<file path="config.mk">
export PLATFORM = sky130hd
export DESIGN_NAME = pc_seq
export DESIGN_NICKNAME = d
export VERILOG_FILES = /design/src/rtl/pc_seq.sv
export SDC_FILE = /design/constraint.sdc
export NUM_CORES = 1
export LEC_CHECK = 0
export BUFFER_PORTS_ARGS = -buffer_cell sky130_fd_sc_hd__clkbuf_2
export CORE_MARGIN = 4
export CORE_UTILIZATION = 45
export CTS_CLUSTER_SIZE = 20
export DETAILED_ROUTE_END_ITERATION = 8
export PLACE_DENSITY = 0.77
export REMOVE_ABC_BUFFERS = 1
export SLEW_MARGIN = 0
export SYNTH_ARGS = -nofsm -noshare
export SYNTH_HDL_FRONTEND = slang
export SYNTH_SLANG_ARGS = --single-unit
</file>
<file path="constraint.sdc">
create_clock -name clk -period 2.7 [get_ports clk]
set_input_delay 0.135 -clock clk [delete_from_list [all_inputs] [get_ports clk]]
set_output_delay 0.135 -clock clk [all_outputs]
set_load 0.01 [all_outputs]
</file>
<file path="src/rtl/pc_seq.sv">
// pc_seq: program-counter sequencer with redirect priority and stall-time redirect buffering
//   clk, reset (async, active-high)
//   stall            hold pcout; a redirect seen while stalled is buffered
//   branch_taken/branch_target, jump/jump_target, jr/jr_target  redirect requests (jr > jump > branch)
//   exc              exception request (PC_EXC_EN builds only)
//   pcout            current fetch address
//   pc_plus          pcout + INC
//   redirect_pending a buffered redirect is waiting
//   addr_err         one-cycle pulse after a target with nonzero [1:0] is applied
//   epc              exception PC (PC_EXC_EN builds only)
// Optional feature macro: PC_EXC_EN
module pc_seq #(
  parameter int unsigned WIDTH = 32,
  parameter logic [WIDTH-1:0] RESET_ADDR = 32'h0000_0000,
`ifdef PC_EXC_EN
  parameter logic [WIDTH-1:0] EXC_VECTOR = 32'h0000_0180,
`endif
  parameter int unsigned INC = 4
) (
  input  logic             clk,
  input  logic             reset,
  input  logic             stall,
  input  logic             branch_taken,
  input  logic [WIDTH-1:0] branch_target,
  input  logic             jump,
  input  logic [WIDTH-1:0] jump_target,
  input  logic             jr,
  input  logic [WIDTH-1:0] jr_target,
`ifdef PC_EXC_EN
  input  logic             exc,
  output logic [WIDTH-1:0] epc,
`endif
  output logic [WIDTH-1:0] pcout,
  output logic [WIDTH-1:0] pc_plus,
  output logic             redirect_pending,
  output logic             addr_err
);
  typedef enum logic {RUN, PEND} state_t;
  state_t           r_state, w_next_state;
  logic [WIDTH-1:0] r_pc, r_pend, w_next_pc, w_next_pend;
  logic             r_err, w_next_err;
  logic             w_req, w_apply;
  logic [WIDTH-1:0] w_tgt, w_src;
`ifdef PC_EXC_EN
  logic [WIDTH-1:0] r_epc, w_next_epc;
`endif
  assign w_req   = jr | jump | branch_taken;
  assign w_tgt   = jr ? jr_target : jump ? jump_target : branch_target;
  // a same-cycle request beats the buffered target; the raw value is kept so addr_err is judged at apply time
  assign w_src   = w_req ? w_tgt : r_pend;
  assign w_apply = w_req | (r_state == PEND);
  assign pc_plus = r_pc + WIDTH'(INC);
  always_comb begin
    w_next_state = r_state;
    w_next_pc    = r_pc;
    w_next_pend  = r_pend;
    w_next_err   = 1'b0;
`ifdef PC_EXC_EN
    w_next_epc   = r_epc;
`endif
    if (!stall) begin
      w_next_pc    = w_apply ? {w_src[WIDTH-1:2], 2'b00} : pc_plus;
      w_next_err   = w_apply & (|w_src[1:0]);
      w_next_state = RUN;
    end else if (w_req) begin
      w_next_pend  = w_tgt;
      w_next_state = PEND;
    end
`ifdef PC_EXC_EN
    if (exc) begin
      w_next_epc   = r_pc;
      w_next_pc    = EXC_VECTOR;
      w_next_pend  = '0;
      w_next_err   = 1'b0;
      w_next_state = RUN;
    end
`endif
  end
  always_ff @(posedge clk or posedge reset) begin
    if (reset) begin
      r_state <= RUN;
      r_pc    <= RESET_ADDR;
      r_pend  <= '0;
      r_err   <= 1'b0;
`ifdef PC_EXC_EN
      r_epc   <= '0;
`endif
    end else begin
      r_state <= w_next_state;
      r_pc    <= w_next_pc;
      r_pend  <= w_next_pend;
      r_err   <= w_next_err;
`ifdef PC_EXC_EN
      r_epc   <= w_next_epc;
`endif
    end
  end
  assign pcout            = r_pc;
  assign redirect_pending = (r_state == PEND);
  assign addr_err         = r_err;
`ifdef PC_EXC_EN
  assign epc              = r_epc;
`endif
endmodule

</file>
# After elaboration in Yosys (flattened, before gate mapping)
# Index checks and enable logic that the tools add are counted.
# Widths: inputs -> output; s select.
dict set report word_totals {
  inputBits 102
  elab_cells 18
  out_inout_bits 66
  ff_bits 66
}
dict set report op_classes {
  mux 7
  reduce_logical 1
  bitwise 4
  n_eq_ne 1
  n_addsub 1
}
# cell n
set op_table {}
lappend op_table {{$mux 32} 4}
lappend op_table {{$add 32x3->32 const B} 1}
lappend op_table {{$mux 1} 3}
lappend op_table {{$or 1x1->1} 3}
lappend op_table {{$ne 2x1->1 const B} 1}
lappend op_table {{$reduce_or 2->1} 1}
lappend op_table {{$and 1x1->1} 1}

# Depth between registers and ports, before layout
# Gate-level depths: netlist of run 1.
dict set report depth {
  depth_word 6
  mapped_depth 8
}

# Worst setup path after synthesis of run 1
# OpenSTA, ideal clock, no wires.
dict set report synth_timing {
  path_type {register -> register}
  start {register r_pc[4], in the netlist pcout[4]}
  end {register r_pc[17], in the netlist pcout[17]}
  setup_ns 0.074
  synth_period_minus_slack_ns 2.070
  slack_ns 0.630
  arrival_time_ns 1.996
  stages_incl_launch_ff 7
  path_buffers 1
  path_cell_list {dfrtp_1 buf_2 nand4_2 or4_4 or3_1 mux2_4 o21ai_2}
}
dict set report synth_via {
  elab_chain_len 2
}
# item line_no
set synth_lines {}
lappend synth_lines {{start: declaration} 40} ;# logic [WIDTH-1:0] r_pc, r_pend, w_next_pc, w_next_pend;
lappend synth_lines {{start signal: assignment} 90} ;# r_pc <= w_next_pc;
lappend synth_lines {{$add 32x3->32} 52} ;# assign pc_plus = r_pc + WIDTH'(INC);
lappend synth_lines {{$mux 32} 62} ;# w_next_pc = w_apply ? {w_src[WIDTH-1:2], 2'b00} : pc_plus;
# No other way between the ends.
# A chain may end at the register's enable or synchronous reset.

# Worst setup path in the final report of run 1
dict set report layout_timing {
  start {register r_pc[2], in the netlist pcout[2]}
  end {output pc_plus[20]}
}
dict set report layout_via {
  elab_chain_len 1
}
# item line_no
set layout_lines {}
lappend layout_lines {{$add 32x3->32} 52}
lappend layout_lines {{end: declaration} 34} ;# output logic [WIDTH-1:0] pc_plus,
# No other way between the ends.

==> flow_summary.ini, run 1 <==
[floorplanning]
dieArea_um2 = 11500
row_count = 35
die_h_um = 107
start_util_pct = 46.9
dieWidth_um = 107
core_area_um2 = 9420
io_pins = 168

[power_and_ir_drop]
power.density_nw_per_um2 = 505
comb_power_share_pct = 28.7
leakage_nw = 2.64
p_sw_share_pct = 36.0
p_seq_share_pct = 44.5
p_switching_mw = 1.01
peakVddDrop_uv = 285
clockPowerShare_pct = 26.8
p_int_mw = 1.79

[timing]
slew_headroom_pct = 53.0
clock_skew_ns = 0.0127
min_period_over_period_pct = 95.1
maxSlewViolCount = 0
report.final.hold_viol_count = 0
rsz0062_at_grt = false
tightest_slew_ns = 0.705
fin_crit_ns = 2.57
whs_ns = 0.0648
tns_ns = 0
setup_viol = 0
max_freq_mhz = 389

[cts]
path_clk_slew_ns = 0.08
cts_buffer_depth = 2
htree_num_levels = 3
cts_inserted_buffers = 9
clock-root-buffer = clkbuf_8
cts_tree = built
clk_latency_ns = 0.35
cts_sinks = 64

[finish]
area_growth_pct = 25.3
fin_nets = 784
diodes = 0
instances_no_fill = 815
drive_above_1_share_pct = 31.6
finish.instance_area_um2 = 5540

[yosys]
synth.yosys.seq_area_share_pct = 36.3
synthCells = 530
syn_area_per_cell_um2 = 8.34
netlist.area_leader.share_pct = 36.3
yosysTopAreaCell = dfrtp_1
synthesis.area_um2 = 4420
synth_edf_count = 0
ys_ff_latch = 64
synth.distinct_cells = 63
ys_warn_count = 0
synthTopCellsByArea = dfrtp_1, a21oi_1, nand2_1
synthArstFlopShare_pct = 100
synthFlopType = dfrtp_1

[grt]
grt_pass1_vias = 4360
grt_max_degree = 42
grt-ovfl-total = 0
grt_pass1_wl_mm = 21.9
grt_usage_pct = 23.7
antenna_found_initial = 0

[critical_path]
cp-end-kind = output port
path_class = reg -> out
rr_startpoint = pcout[15]
worstPathMaxFanout = 8
critPathRequiredTime_ns = 2.57
reg2reg_to = pcout[31]
arrival_ns = 2.43
cpPeakStageDelay_ns = 0.49
r2r_slack_ns = 0.42
cp-start-kind = flip-flop
path_cells = ha_2, nand3_2, nor4_4, buf_4, nand4_1, xnor2_1, clkbuf_2
cp_slowest_cell = dfrtp_1
worstRegToRegCells = 5

[routing]
drtAntennaViolNets = 0
first_pass_iters = 5
num_vias = 4698
drt_wl_total_mm = 14.1
vias_per_cell = 5.76
remaining_drc_errors = 0
drtIter0Drc = 303
post_drt_wl_per_cell_um = 17.3

[placed_design]
hpwl_mm = 10.3
placed_cells = 796
place_area_um2 = 5330
routabilityCongestion = 0.889
port_buffers = 163

[worst_hold_path]
whs_path_depth = 3
min_from = jr_target[26]
min_path_type = in -> reg
hold_end = r_pend[26]

[run_status]
outcome = complete, no violations

[flow_run]
drv_cap = 0
## synth_stat cells, drive strengths merged (6+ instances only)
library cell	n
a211oi	8
a221oi	6
a21oi	58
dfrtp	64
inv	14
nor2	54
and4	6
nand4	11
nand2	59
xnor2	24
o22ai	10
mux2i	22
and3	8
nand3	11
o22a	10
or3	8
o21ai	37
buf	18
a22oi	6
clkbuf	26
## metrics by stage
stage,worst slack [ns],power (mW),utilization [%]
2_1_floorplan,-0.0917,1.66,-
3_3_place_gp,0.417,2.02,56.6
3_5_place_dp,0.202,2.05,56.6
4_1_cts,0.0589,2.79,58.7
5_1_grt,0.0275,2.94,58.8
6_report,0.132,2.79,58.8
## worst max-delay path: cells and delay by family, from the launching register on
family,cells,cell delay (ns)
xor gates and xnor gates,1,0.22
adders and majority gates,1,0.29
buffers and inverters,2,0.36
DFF,1,0.49
and+or+nand+nor,3,0.73
## layer usage
| layer | share of wire [%] | track usage [%] | vias up |
|---|---|---|---|
| met2 | 48 | 39.4 | 229 |
| met3 | 8.1 | 4.03 | 21 |
| met4 | 1.5 | 7.76 | 0 |
| li1 | - | - | 2241 |
| met1 | 42 | 31.4 | 2207 |
| met5 | 0 | 0 | - |
## kinds of logic after synthesis
| kind of cell | count (synthesis) | synth area share [%] |
|---|---|---|
| AOI/OAI and AO/OA | 177 | 26.0 |
| and+or+nand+nor | 176 | 20.2 |
| DFF | 64 | 36.3 |
| buffers and inverters | 58 | 5.66 |
| xor gates and xnor gates | 27 | 5.35 |
| muxes | 26 | 6.09 |
| adders and majority gates | 1 | 0.283 |
| other | 1 | 0.0849 |
## worst max path at each step
| stage | endpoint | start | cells past startpoint |
|---|---|---|---|
| after floorplan | pcout[8] | jump | 4 |
| after global placement | pcout[30] | pcout[2] | 6 |
| after detailed placement | pcout[30] | pcout[2] | 6 |
| after CTS | pc_plus[20] | pcout[2] | 7 |
| after global routing | pc_plus[20] | pcout[2] | 7 |
| final | pc_plus[20] | pcout[2] | 7 |
## repair_timing
action | in CTS | in global routing
setup buffers | 2 | 0
resized for setup | 0 | 2
hold buffers | 1 | 0
endpoints found under the setup margin | 7 | 7
pin swaps | 1 | 0
hold endpoints to repair | 64 | 0
## area by class of cell
cell class	instances	area (µm²)
sequential	64	1600
inverter	14	52.6
tap	129	161
clock inverter	6	35.0
clock buffer	10	138
fill	853	3880
timing repair buffer	181	953
multi-input combinational	411	2590
## cells in the final DEF, fill, tap and decap left out, types with 7 or more instances in the layout
cell type  count
a211oi_1       8
a21oi_1       58
and3_1         7
buf_4         17
clkbuf_2     163
clkbuf_8      10
dfrtp_1       64
inv_1         13
mux2i_1       22
nand2_1       59
nand3_1        9
nand4_1        9
nor2_1        53
o21ai_0       36
o22a_1        10
o22ai_1       10
or3_1          7
xnor2_1       24
## registers in the layout (all words and copies together) (netlist names)
name / count
pcout: 30
r_pend: 32
redirect_pending: 1
addr_err: 1
## power by group through the flow
stage / Sequential (mW) / Combinational, mW / Clock, mW
floorplan: 1.25 / 0.415 / 0
global placement: 1.24 / 0.780 / 0
detailed placement: 1.25 / 0.797 / 0
CTS: 1.24 / 0.803 / 0.750
global route: 1.26 / 0.883 / 0.797
finish: 1.24 / 0.802 / 0.749
Power figures use the tool's default switching activity.
==> inputs of run 2 (changes only) <==
--- a/config.mk
+++ b/config.mk
@@ -5,12 +5,13 @@
 export SDC_FILE = /design/constraint.sdc
 export NUM_CORES = 1
 export LEC_CHECK = 0
+export ABC_AREA = 1
 export BUFFER_PORTS_ARGS = -buffer_cell sky130_fd_sc_hd__clkbuf_2
 export CORE_MARGIN = 4
 export CORE_UTILIZATION = 45
 export CTS_CLUSTER_SIZE = 20
 export DETAILED_ROUTE_END_ITERATION = 8
-export PLACE_DENSITY = 0.77
+export PLACE_DENSITY = 0.76
 export REMOVE_ABC_BUFFERS = 1
 export SLEW_MARGIN = 0
 export SYNTH_ARGS = -nofsm -noshare
==> run 2 against run 1 <==
Effect of this change: register-to-register slack better by 0.67 ns; cell count is 26% higher; combinational power is 3.1% higher; highest routed layer unchanged; routed wire length is 0.82% higher; design area is 4.6% higher.
==> flow_summary.ini, run 2 <==
[run_status]
outcome = complete, no violations

[yosys]
yosysTopAreaCell = dfrtp_1
synth_edf_count = 0
synth_fa_ha_area_share_pct = 0.265
synthArstFlopShare_pct = 100
synthMuxAreaShare_pct = 0
netlist.area_leader.share_pct = 33.9
synth_top_family_by_area = simple AND/OR/NAND/NOR gates
ys_warn_count = 0
synthCells = 734
syn_area_per_cell_um2 = 6.43
synth.distinct_cells = 36
synthFlopType = dfrtp_1
synth_most_common_cell = nand2_1
yosys-top-cells-count = nand2_1, nand3_1, dfrtp_1, inv_1, nor2_1
synth_xor_area_share_pct = 1.99
synthesis.area_um2 = 4720
yosys.area_share.simple_pct = 47.0
synth.yosys.seq_area_share_pct = 33.9
ys_ff_latch = 64
synthTopCellsByArea = dfrtp_1, nand2_1, nand3_1
synth_compound_area_share_pct = 8.30

[cts]
cts_sinks = 64
cts_tree = built
holdBufCountCts = 1
cts_inserted_buffers = 9
clk_latency_ns = 0.34
clock-root-buffer = clkbuf_8
htree_num_levels = 3
cts_buffer_depth = 2
path_clk_slew_ns = 0.07
post_cts_buffers = 0
cts-resized-gates = 0

[timing]
tns_ns = 0
tightest_slew_ns = 0.656
rsz0062_at_grt = false
report.final.hold_viol_count = 0
setup_viol = 0
slew_headroom_pct = 56.3
max_freq_mhz = 489
min_period_over_period_pct = 75.8
maxSlewViolCount = 0
fin_crit_ns = 2.05
clock_skew_ns = 0.00885

[floorplanning]
row_count = 37
dieWidth_um = 110
core_area_um2 = 10300
die_h_um = 110
start_util_pct = 45.9
io_pins = 168
dieArea_um2 = 12200

[placed_design]
routabilityCongestion = 0.849
port_buffers = 163
hpwl_mm = 10.4
placed_cells = 1007
place_area_um2 = 5560

[grt]
grt_pass1_vias = 4745
grt_max_degree = 66
antenna_found_initial = 0
grt_pass1_wl_mm = 23.8
grt_usage_pct = 23.6
grt-ovfl-total = 0

[finish]
final_cell_mix = nand2_1, clkbuf_2, nand3_1
n_fill_cell = 1088
instances_no_fill = 1024
finish.instance_area_um2 = 5790
diodes = 0
top_register = r_pend
fin_nets = 986
final_common_cell = nand2_1
drive_above_1_share_pct = 24.2
fin_util_pct = 56.3
area_growth_pct = 22.6
largest_register_ffs = 32

[critical_path]
path_class = reg -> out
cp-end-kind = output port
path_cells = ha_1, nand2_1, nor2_2, nand2_2, nor2_4, nand3_1, and2_1, clkbuf_2
cpPeakStageDelay_ns = 0.42
r2r_slack_ns = 1.09
cp-start-kind = flip-flop
critPathRequiredTime_ns = 2.57
arrival_ns = 1.91
worstPathMaxFanout = 5
cp_slowest_cell = dfrtp_1

[power_and_ir_drop]
comb_power_share_pct = 27.9
clockPowerShare_pct = 31.1
p_switching_mw = 1.01
leakage_nw = 3.18
power.density_nw_per_um2 = 513
p_sw_share_pct = 34.0
p_int_mw = 1.96
p_seq_share_pct = 41.0
peakVddDrop_uv = 244

[routing]
drtAntennaViolNets = 0
first_pass_iters = 5
vias_per_cell = 4.93
remaining_drc_errors = 0
drtIter0Drc = 319
num_vias = 5053
post_drt_wl_per_cell_um = 13.9
drt_wl_total_mm = 14.2

[flow_run]
drv_cap = 0

[worst_hold_path]
min_path_type = in -> reg
==> run 2: changes by cell type in the layout (fill, tap and decap cells not counted), sizes merged, moves of 11 or more <==
cell	before	now
nand4	11	0
mux2i	22	0
or2	0	19
inv	14	42
nor2	54	42
nand2	59	350
a21oi	58	15
xnor2	24	5
nand3	11	78
==> run 2: kinds of logic after synthesis <==
family / Yosys count
XOR/XNOR: 9
AND/OR/NAND/NOR: 508
other: 1
AO/OA/AOI/OAI: 68
adder cells (fa/ha/maj): 1
flip-flops: 64
buffers and inverters: 83
==> run 2: power by group through the flow <==
stage / Sequential, mW / Combinational [mW] / Clock (mW)
after CTS: 1.21 / 0.837 / 0.943
after global routing: 1.24 / 0.940 / 0.988
after floorplan: 1.23 / 0.447 / 0
final: 1.22 / 0.827 / 0.925
after detailed placement: 1.23 / 0.832 / 0
after global placement: 1.23 / 0.825 / 0
==> run 2: through the flow <==
stage          power (mW)  hold slack [ns]  setup slack [ns]
6_report             2.97            0.154             0.653
5_1_grt              3.17            0.175             0.497
4_1_cts              2.99            0.143             0.635
3_5_place_dp         2.06            0.164             0.879
3_3_place_gp         2.05            0.159             0.922
2_1_floorplan        1.68            0.238             0.736
==> run 2: per-layer routing <==
layer / vias to the layer above / part of all wire, % / track usage [%]
li1: 2614 / - / -
met1: 2261 / 45 / 31.6
met2: 158 / 46 / 37.9
met3: 20 / 7.9 / 6.30
met4: 0 / 1.5 / 5.91
met5: - / 0 / 0
==> run 2: cell type report <==
| cell class | count | area [µm²] | area share, % |
|---|---|---|---|
| Clock inverter | 3 | 65.1 | 1.12 |
| Inverter | 43 | 161 | 2.79 |
| Timing Repair Buffer | 175 | 908 | 15.7 |
| Tap cell | 136 | 170 | 2.94 |
| Clock buffer | 13 | 149 | 2.57 |
| Multi-Input combinational cell | 590 | 2730 | 47.2 |
| Sequential cell | 64 | 1600 | 27.7 |
==> run 2: worst max-delay path: cells and delay by family, from the launching register on <==
family | cells | cell delay, ns
DFF | 1 | 0.42
adders and majority gates | 1 | 0.24
buffers and inverters | 1 | 0.13
and+or+nand+nor | 6 | 0.78
==> run 2: final timing paths <==
kind                                     from     endpoint  depth (start not counted)
worst max register to register       pcout[3]    pcout[26]                         10
worst min register to register     r_pend[16]   r_pend[16]                          2
worst min-delay path            jr_target[13]   r_pend[13]                          3
worst max-delay path                 pcout[3]  pc_plus[20]                          8
min in group asynchronous               reset    r_pend[8]                          3
max in group asynchronous               reset   r_pend[27]                          4
==> inputs of run 3 (changes only) <==
--- a/config.mk
+++ b/config.mk
@@ -11,7 +11,7 @@
 export CORE_UTILIZATION = 45
 export CTS_CLUSTER_SIZE = 20
 export DETAILED_ROUTE_END_ITERATION = 8
-export PLACE_DENSITY = 0.76
+export PLACE_DENSITY = 0.79
 export REMOVE_ABC_BUFFERS = 1
 export SLEW_MARGIN = 0
 export SYNTH_ARGS = -nofsm -noshare
==> constraint.sdc (replaced) <==
create_clock -name clk -period 1.83 [get_ports clk]
set_input_delay 0.0915 -clock clk [delete_from_list [all_inputs] [get_ports clk]]
set_output_delay 0.0915 -clock clk [all_outputs]
set_load 0.01 [all_outputs]
==> run 3 against run 2 <==
Effect of this change: highest routed layer unchanged; register-to-register slack got worse by 0.80 ns; the run now ends with negative setup slack left; worst setup slack got worse by 0.74 ns; clock power up 48%; cell count rose by 2.9%; sequential cell count is the same; combinational power grew 79%.
==> flow_summary.ini, run 3 (same netlist as run 2, synthesis figures left out) <==
[run_status]
outcome = finished with violations
violations = negative setup slack

[finish]
area_growth_pct = 34.0
drive_above_1_share_pct = 32.1
fin_util_pct = 61.6
fin_nets = 1016
seqCellArea_um2 = 1620
top_register = r_pend
final_common_cell = nand2_1
n_fill_cell = 964
multiInputGateArea_um2 = 2930
largest_register_ffs = 32
instances_no_fill = 1054
final_cell_mix = nand2_1, clkbuf_2, nand3_1
diodes = 0

[timing]
setup_viol = 11
max_freq_mhz = 522
maxSlewViolCount = 0
fin_crit_ns = 1.91
report.final.hold_viol_count = 0
rsz0062_at_grt = true
slew_headroom_pct = 64.8
finalWorstSetupSlack_ns = -0.0842
tightest_slew_ns = 0.527
clock_skew_ns = 0.00697
whs_ns = 0.0986
min_period_over_period_pct = 105

[power_and_ir_drop]
p_switching_mw = 1.62
power.density_nw_per_um2 = 732
comb_power_share_pct = 32.0
p_int_mw = 3.02
p_seq_share_pct = 38.5
leakage_nw = 3.40
clockPowerShare_pct = 29.5
peakVddDrop_uv = 434
p_sw_share_pct = 34.9

[floorplanning]
die_h_um = 110
core_area_um2 = 10300
dieArea_um2 = 12200
dieWidth_um = 110
start_util_pct = 45.9
io_pins = 168
row_count = 37

[cts]
clock-root-buffer = clkbuf_8
htree_num_levels = 3
path_clk_slew_ns = 0.08
clk_latency_ns = 0.35
cts_tree = built
cts_inserted_buffers = 9
cts_sinks = 64
cts_buffer_depth = 2

[critical_path]
worstRegToRegCells = 8
cpMostUsedCell = nand2_4
critPathTopFamily = simple AND/OR/NAND/NOR gates
cpPeakStageDelay_ns = 0.42
cp-end-kind = output port
worstPathMaxFanout = 6
arrival_ns = 1.82
rr_startpoint = pcout[3]
path_class = reg -> out
critical_path.startpoint = pcout[3]
path_cells = buf_6, nand2_4, nor2_4, nand2_4, buf_4, o21bai_1, and2_1, buf_2
cp-start-kind = flip-flop
r2r_slack_ns = 0.29
endpoint = pc_plus[11]
cp_slowest_cell = dfrtp_1
reg2reg_to = pcout[17]
crit_buf_inv = 3
worstSetupPathDepth = 8
critPathRequiredTime_ns = 1.74

[grt]
use_met2_pct = 39.7
grt.busiest_layer = met2
grt_pass1_wl_mm = 24.0
grt-ovfl-total = 0
grt_use_met1_pct = 30.9
grt_pass1_vias = 4904
antenna_found_initial = 0
grt_usage_pct = 23.7
grt_use_met3_pct = 4.22
grt_max_degree = 58

[placed_design]
routabilityCongestion = 0.923
port_buffers = 163
hpwl_mm = 10.4
placed_cells = 1011

[routing]
drtAntennaViolNets = 0
num_vias = 5161
post_drt_wl_per_cell_um = 14.0
drt_wl_total_mm = 14.7
drtIter0Drc = 356
remaining_drc_errors = 0
first_pass_iters = 5
vias_per_cell = 4.90

[worst_hold_path]
min_path_type = in -> reg

[flow_run]
drv_cap = 0
run 3: timing repair:
action | CTS | global route
hold endpoints to repair | 23 | 0
setup buffers | 19 | 7
cloned | 0 | 0
pin swaps | 19 | 22
setup endpoints to repair | 17 | 26
gates resized for setup | 23 | 64
hold buffers | 1 | 0
run 3: final cells by class:
class	count	share of cell area [%]
clock inverter	7	1.52
timing repair buffer	205	19.4
sequential	64	25.6
tap	136	2.69
clock buffer	9	1.96
multi-input combinational	590	46.3
inverter	43	2.55
run 3: per-layer routing:
layer / up-vias / part of all wire [%]
li1: 2670 / -
met1: 2306 / 44
met2: 155 / 48
met3: 30 / 5.6
met4: 0 / 3.0
met5: - / 0
run 3: worst min path at each step:
stage,slack [ns],cells after the start,end,start
5_1_grt,0.11,5,r_pend[26],jr_target[26]
3_3_place_gp,0.15,2,r_pend[9],reset
3_5_place_dp,0.15,2,r_pend[9],reset
6_report,0.1,3,r_pend[13],jr_target[13]
2_1_floorplan,0.19,1,r_pend[13],stall
4_1_cts,0.09,5,r_pend[25],jr_target[25]
run 3: through the flow:
step	total power, mW	TNS [ns]	cell area (µm²)	setup slack (ns)
3_3_place_gp	3.03	0	5620	0.263
5_1_grt	4.91	-2.40	6330	-0.184
6_report	4.63	-0.637	6330	-0.0842
3_5_place_dp	3.05	0	5620	0.235
2_1_floorplan	2.47	-1.19	4490	-0.134
4_1_cts	4.52	-0.192	6070	-0.0679
run 3: worst register-to-register path, delay by kind of cell (launching register included):
family                 cells  cell delay (ns)
and+or+nand+nor            6             0.61
buffers and inverters      1             0.13
AOI/OAI and AO/OA          1             0.28
DFF                        1             0.42
run 3: power by group through the flow:
| stage | Sequential, mW | Clock (mW) | Combinational (mW) |
|---|---|---|---|
| after detailed placement | 1.81 | 0 | 1.25 |
| final | 1.78 | 1.37 | 1.48 |
| after floorplan | 1.81 | 0 | 0.660 |
| after global routing | 1.82 | 1.44 | 1.65 |
| after global placement | 1.80 | 0 | 1.23 |
| after CTS | 1.77 | 1.38 | 1.37 |
